**src/rtl/sub_32bit_seq_if.sv**
```systemverilog
// Handshake and operand/result bundle for the sliced sequential subtractor.
interface sub_32bit_seq_if #(
   parameter int unsigned DATA_W = 32
);
   logic              start;
   logic [DATA_W-1:0] ain;
   logic [DATA_W-1:0] bin;
   logic              bin_in;
   logic              busy;
   logic              done;
   logic [DATA_W-1:0] diff;
   logic              bout;
   logic              ovf;

   modport master (
      output start, ain, bin, bin_in,
      input  busy, done, diff, bout, ovf
   );

   modport slave (
      input  start, ain, bin, bin_in,
      output busy, done, diff, bout, ovf
   );
endinterface

```
**src/rtl/sub_32bit_seq.sv**
```systemverilog
// Multi-cycle subtractor: diff = ain - bin - bin_in, SLICE_W bits per clock,
// LSB slice first, with a registered borrow (held as carry) between slices.
module sub_32bit_seq #(
   parameter int unsigned DATA_W  = 32,
   parameter int unsigned SLICE_W = 8
) (
   input logic         clk,
   input logic         rst,
   sub_32bit_seq_if.slave bus
);
   localparam int unsigned NSLICE = DATA_W / SLICE_W;
   localparam int unsigned K_W    = (NSLICE > 1) ? $clog2(NSLICE) : 1;

   typedef enum logic [1:0] {IDLE, CALC, DONE} state_t;

   state_t              state_q, state_d;
   logic [DATA_W-1:0]   a_q, a_d;
   logic [DATA_W-1:0]   b_q, b_d;
   logic [K_W-1:0]      k_q, k_d;
   logic                c_q, c_d;
   logic [DATA_W-1:0]   diff_q, diff_d;
   logic                bout_q, bout_d;
   logic                ovf_q, ovf_d;
   logic                busy_q, busy_d;
   logic                done_q, done_d;
   logic [SLICE_W:0]    slice_sum;
   int unsigned         off;
   logic                accept;

   // State and datapath registers
   always_ff @(posedge clk or posedge rst) begin
      if (rst) begin
         state_q <= IDLE;
         a_q     <= '0;
         b_q     <= '0;
         k_q     <= '0;
         c_q     <= 1'b0;
         diff_q  <= '0;
         bout_q  <= 1'b0;
         ovf_q   <= 1'b0;
         busy_q  <= 1'b0;
         done_q  <= 1'b0;
      end else begin
         state_q <= state_d;
         a_q     <= a_d;
         b_q     <= b_d;
         k_q     <= k_d;
         c_q     <= c_d;
         diff_q  <= diff_d;
         bout_q  <= bout_d;
         ovf_q   <= ovf_d;
         busy_q  <= busy_d;
         done_q  <= done_d;
      end
   end

   // Next state, slice arithmetic (a + ~b + c) and registered-output decode
   always_comb begin
      state_d   = state_q;
      a_d       = a_q;
      b_d       = b_q;
      k_d       = k_q;
      c_d       = c_q;
      diff_d    = diff_q;
      bout_d    = bout_q;
      ovf_d     = ovf_q;
      accept    = 1'b0;
      off       = 32'(k_q) * SLICE_W;
      slice_sum = {1'b0, a_q[off +: SLICE_W]} + {1'b0, ~b_q[off +: SLICE_W]}
                + (SLICE_W+1)'(c_q);

      case (state_q)
         IDLE: accept = bus.start;
         DONE: begin
            state_d = IDLE;
            accept  = bus.start;
         end
         CALC: begin
            diff_d[off +: SLICE_W] = slice_sum[SLICE_W-1:0];
            c_d = slice_sum[SLICE_W];
            k_d = k_q + K_W'(1);
            if (k_q == K_W'(NSLICE - 1)) begin
               state_d = DONE;
               k_d     = '0;
               bout_d  = ~slice_sum[SLICE_W];
               ovf_d   = (a_q[DATA_W-1] != b_q[DATA_W-1]) &&
                         (slice_sum[SLICE_W-1] != a_q[DATA_W-1]);
            end
         end
         default: state_d = IDLE;
      endcase

      // Carry-in of the complement form is the inverted borrow-in
      if (accept) begin
         state_d = CALC;
         a_d     = bus.ain;
         b_d     = bus.bin;
         c_d     = ~bus.bin_in;
         k_d     = '0;
      end

      busy_d = (state_d == CALC);
      done_d = (state_d == DONE);
   end

   assign bus.busy = busy_q;
   assign bus.done = done_q;
   assign bus.diff = diff_q;
   assign bus.bout = bout_q;
   assign bus.ovf  = ovf_q;
endmodule
```
**src/flat_wrapper.sv**
```systemverilog
// flat-port wrapper written by rule: the top's interface ports become plain ports
module sub_32bit_seq_flat 
#(
   parameter int unsigned DATA_W  = 32,
   parameter int unsigned SLICE_W = 8
)
  (clk, rst, bus_start, bus_ain, bus_bin, bus_bin_in, bus_busy, bus_done, bus_diff, bus_bout, bus_ovf);
  sub_32bit_seq_if #(.DATA_W(DATA_W)) bus_i ();
  input logic clk;
  input logic rst;
  input wire logic [$bits(bus_i.start)-1:0] bus_start;
  input wire logic [$bits(bus_i.ain)-1:0] bus_ain;
  input wire logic [$bits(bus_i.bin)-1:0] bus_bin;
  input wire logic [$bits(bus_i.bin_in)-1:0] bus_bin_in;
  output wire logic [$bits(bus_i.busy)-1:0] bus_busy;
  output wire logic [$bits(bus_i.done)-1:0] bus_done;
  output wire logic [$bits(bus_i.diff)-1:0] bus_diff;
  output wire logic [$bits(bus_i.bout)-1:0] bus_bout;
  output wire logic [$bits(bus_i.ovf)-1:0] bus_ovf;
  assign bus_i.start = bus_start;
  assign bus_i.ain = bus_ain;
  assign bus_i.bin = bus_bin;
  assign bus_i.bin_in = bus_bin_in;
  assign bus_busy = bus_i.busy;
  assign bus_done = bus_i.done;
  assign bus_diff = bus_i.diff;
  assign bus_bout = bus_i.bout;
  assign bus_ovf = bus_i.ovf;
  sub_32bit_seq #(.DATA_W(DATA_W), .SLICE_W(SLICE_W)) u_core (.clk(clk), .rst(rst), .bus(bus_i));
endmodule
```
**config.mk**
```make
export PLATFORM = sky130hd
export DESIGN_NAME = sub_32bit_seq_flat
export DESIGN_NICKNAME = d
export VERILOG_FILES = /design/src/rtl/sub_32bit_seq_if.sv /design/src/rtl/sub_32bit_seq.sv /design/src/flat_wrapper.sv
export SDC_FILE = /design/constraint.sdc
export NUM_CORES = 1
export LEC_CHECK = 0
export ABC_AREA = 1
export ABC_CLOCK_PERIOD_IN_PS = 6600
export CAP_MARGIN = 20
export CORE_ASPECT_RATIO = 1.5
export CORE_UTILIZATION = 30
export CTS_CLUSTER_DIAMETER = 100
export DETAILED_ROUTE_END_ITERATION = 6
export GPL_TIMING_DRIVEN = 0
export PLACE_DENSITY = 0.61
export SLEW_MARGIN = 40
export SYNTH_ARGS = -nofsm -noshare
export SYNTH_HDL_FRONTEND = slang
export SYNTH_SLANG_ARGS = --single-unit
```
**constraint.sdc**
```tcl
create_clock -name clk -period 6.6 [get_ports clk]
set_input_delay 1.32 -clock clk [delete_from_list [all_inputs] [get_ports clk]]
set_output_delay 1.32 -clock clk [all_outputs]
set_load 0.005 [all_outputs]
```
==> run summary <==
delay-heaviest family, CP -> adder cells
share of cells above drive strength 1 -> 17.8%
highest clock rate -> 313 MHz
outcome -> completed
IO Port Bufs -> 103
Setup TNS -> 0 ns
CP Cell Sequence -> buf_2, inv_2, buf_2, nor2_1, nor2_1, a21oi_1, fa_1, fa_1, inv_1, nand2_1, nand2_1, nand3_1, nand2_1, nand2_2, a21oi_1, nand2_1, nand2_1
hold_buf cts -> 0
largest cells by area after synthesis -> dfrtp_1 53%, mux2_2 12%, nand2_1 6.8%
Final nets -> 702
core area -> 16300 um^2
fin. max-slew vios -> 0
H-Tree Depth -> 3
Clk pin slew, worst setup/hold paths -> 0.07 ns
Post-Layout Inst Area -> 6640 um^2
setup bufs post-CTS -> 0
DR vias/cell -> 4.77
Final Hold Viols -> 0
mux cell area share after synthesis -> 12.0%
min-delay worst type -> reg2reg
total placed instance area -> 6310 um^2
# diodes -> 0
biggest area consumer among synthesized cells -> dfrtp_1
Seq. cell area -> 2630 um^2
die span in x -> 107 um
top_reg_cell synth -> dfrtp_1
floorplan row count -> 57
initial antenna violation count -> 0
area of the multi-input gates -> 2110 um^2
Synth Area in Compound Gates -> 9.65%
synth unique cells -> 37
flops & latches, synth -> 105
Slew Limit Headroom -> 57.1%
Cells after Synth -> 504
Min Hold Slack -> 0.487 ns
MaxCap Viol Count -> 0
crit path max-delay cell type -> fa_1
Final min period -> 3.20 ns
DR WL/cell -> 16.1 um
Avg Inst Size Synth -> 9.90 um^2
worst slew pin tran -> 0.644 ns
HPWL Detailed -> 10500 um
Worst Path Arrival -> 3.48 ns
gr ovfl total -> 0
Post-synth top cells -> 105 x dfrtp_1, 90 x nand2_1, 53 x mux2_2, 49 x nor2_1, 40 x o21ai_0
syn_nets -> 587
RSZ-0062 raised after global routing -> no
Skew-Pair Late Insertion Delay -> 0.35 ns
post-route antenna net violation count -> 0
Die H -> 160 um
Critical Path RT -> 6.89 ns
setup violators final -> 0
Max VDD drop -> 0.333 mV
total global-route track usage -> 16.5%
number of enable flip-flop cells after synthesis -> 0
Final Core Density -> 40.9%
Ys Warns -> 0
Post-Route WL -> 13300 um
first-pass GRT wire length -> 21300 um
Yosys top cell area share -> 52.7%
register area share after synthesis -> 52.7%
post-route worst setup slack -> 3.40 ns
most frequent CP cell -> nand2_1
DRT iter0 DRCs -> 176
Post-Route Skew -> 0.00804 ns
Async SR Flop Fraction -> 100%
clock sink count -> 105
drt drc -> 0
Final Cycle Share -> 48.4%
CTS Root Buffer Type -> clkbuf_16
Pwr per Cell Area -> 571 nW/um^2
critical path class -> reg2reg
Post-Place Worst Slack -> 3.45 ns
Worst Setup End Kind -> register
number of global-route vias before repair -> 4199
die footprint -> 17200 um^2
Max FO, Critical Path -> 10
Ports -> 104
dpl cells -> 814
Mapped Area -> 4990 um^2
CTS max path bufs -> 2
R2R Setup Slk -> 3.40 ns
routability congestion estimate -> 0.866
DR vias -> 3959
Filler cells -> 1641
area grow syn2layout -> 33.1%
Synth Area in Adders -> 4.06%
Synth Area in XOR/XNOR -> 0.827%
Gates resized, CTS repair -> 0
simple-gate area share of the yosys netlist -> 15.7%
cell with the most instances after synthesis -> dfrtp_1
number of buffers created by CTS -> 9
CP max stage delay -> 0.45 ns
Starting Density -> 30.7%
drt pass-1 iters -> 5
Layout Cells excl Fill -> 830
largest net degree at the start of global routing -> 73
Critical Path Source Type -> register
Leak -> 3.01 nW
largest family of logic cells by synthesized area -> simple AND/OR/NAND/NOR gates
CTS tree -> yes
Design Power -> 3.79 mW
CP bufs+invs -> 4
[per-layer routing]
layer	vias up	global-route usage, %	share of wire [%]
met1	1934	18.4	39
met3	24	2.33	3.5
li1	1901	-	-
met5	-	0	0
met2	100	30.1	55
met4	0	8.03	3.2
[final cells by class]
class / count / area share (%)
flip-flops and latches: 105 / 39.6
multi-input cells: 336 / 31.7
repair buffers: 104 / 15.9
well taps: 206 / 3.88
clock buffers: 10 / 3.60
inverters: 43 / 2.54
plain buffers: 20 / 1.43
clock inverters: 6 / 1.36
[placed cells by master, fill, tap and decap left out, types with 2 or more instances in the layout]
| cell type | synthesis | final |
|---|---|---|
| nand4_1 | 4 | 4 |
| o31ai_1 | 3 | 3 |
| nand2_2 | 6 | 6 |
| o21ai_0 | 40 | 40 |
| nor2_2 | 3 | 3 |
| dfrtp_1 | 105 | 105 |
| a32oi_1 | 2 | 2 |
| nand3_1 | 13 | 13 |
| bufinv_16 | 0 | 2 |
| o21ai_1 | 9 | 9 |
| fa_1 | 2 | 2 |
| nor2_1 | 49 | 49 |
| o22ai_1 | 8 | 8 |
| nand2_1 | 90 | 90 |
| ha_1 | 13 | 13 |
| buf_2 | 13 | 13 |
| inv_2 | 5 | 5 |
| inv_1 | 38 | 37 |
| mux2_2 | 53 | 53 |
| nand2_4 | 2 | 2 |
| clkbuf_1 | 5 | 5 |
| clkdlybuf4s50_1 | 0 | 103 |
| a21oi_1 | 24 | 24 |
| clkbuf_16 | 0 | 9 |
| nor2_4 | 2 | 2 |
[registers in the layout, summed over array words and instances, names as in the netlist]
signal and cells:
u_core.a_q 32, u_core.b_q 32, u_core.bus.diff 32, u_core.k_q 2, u_core.state_q 2, u_core.bus.bout 1, u_core.bus.busy 1, u_core.bus.done 1
u_core.bus.ovf 1, u_core.c_q 1
[cells by family (layout without fill, tap and decap cells)]
kind of cell    Yosys count  count (layout)
flops                   105             105
buf+inv                  63             183
simple gates            176             176
fa+ha+maj                15              15
mux                      53              53
compound gates           89              89
xor+xnor                  3               3
[power breakdown]
part / internal (mW) / total [mW] / switching, mW
Combinational: 0.862 / 2.13 / 1.27
Clock: 0.344 / 0.581 / 0.237
Sequential: 0.922 / 1.08 / 0.157
Total: 2.13 / 3.79 / 1.66
[worst reg2reg max path, delay by kind of cell (launching register included)]
kind	cells	cell delay (ns)
flip-flops	1	0.44
buffers and inverters	4	0.79
adder cells (fa/ha/maj)	2	0.89
AND/OR/NAND/NOR	9	0.73
AO/OA/AOI/OAI	2	0.29
[worst paths after layout]
path | startpoint | endpoint | depth (start not counted)
worst min-delay path | u_core.bus.diff[7] | u_core.bus.diff[7] | 2
max in group asynchronous | rst | u_core.a_q[7] | 3
worst max-delay path | u_core.k_q[0] | u_core.c_q | 17
worst max register to register | u_core.k_q[0] | u_core.c_q | 17
min in group asynchronous | rst | u_core.b_q[3] | 2
worst min register to register | u_core.bus.diff[7] | u_core.bus.diff[7] | 2
Power figures use the tool's default switching activity.
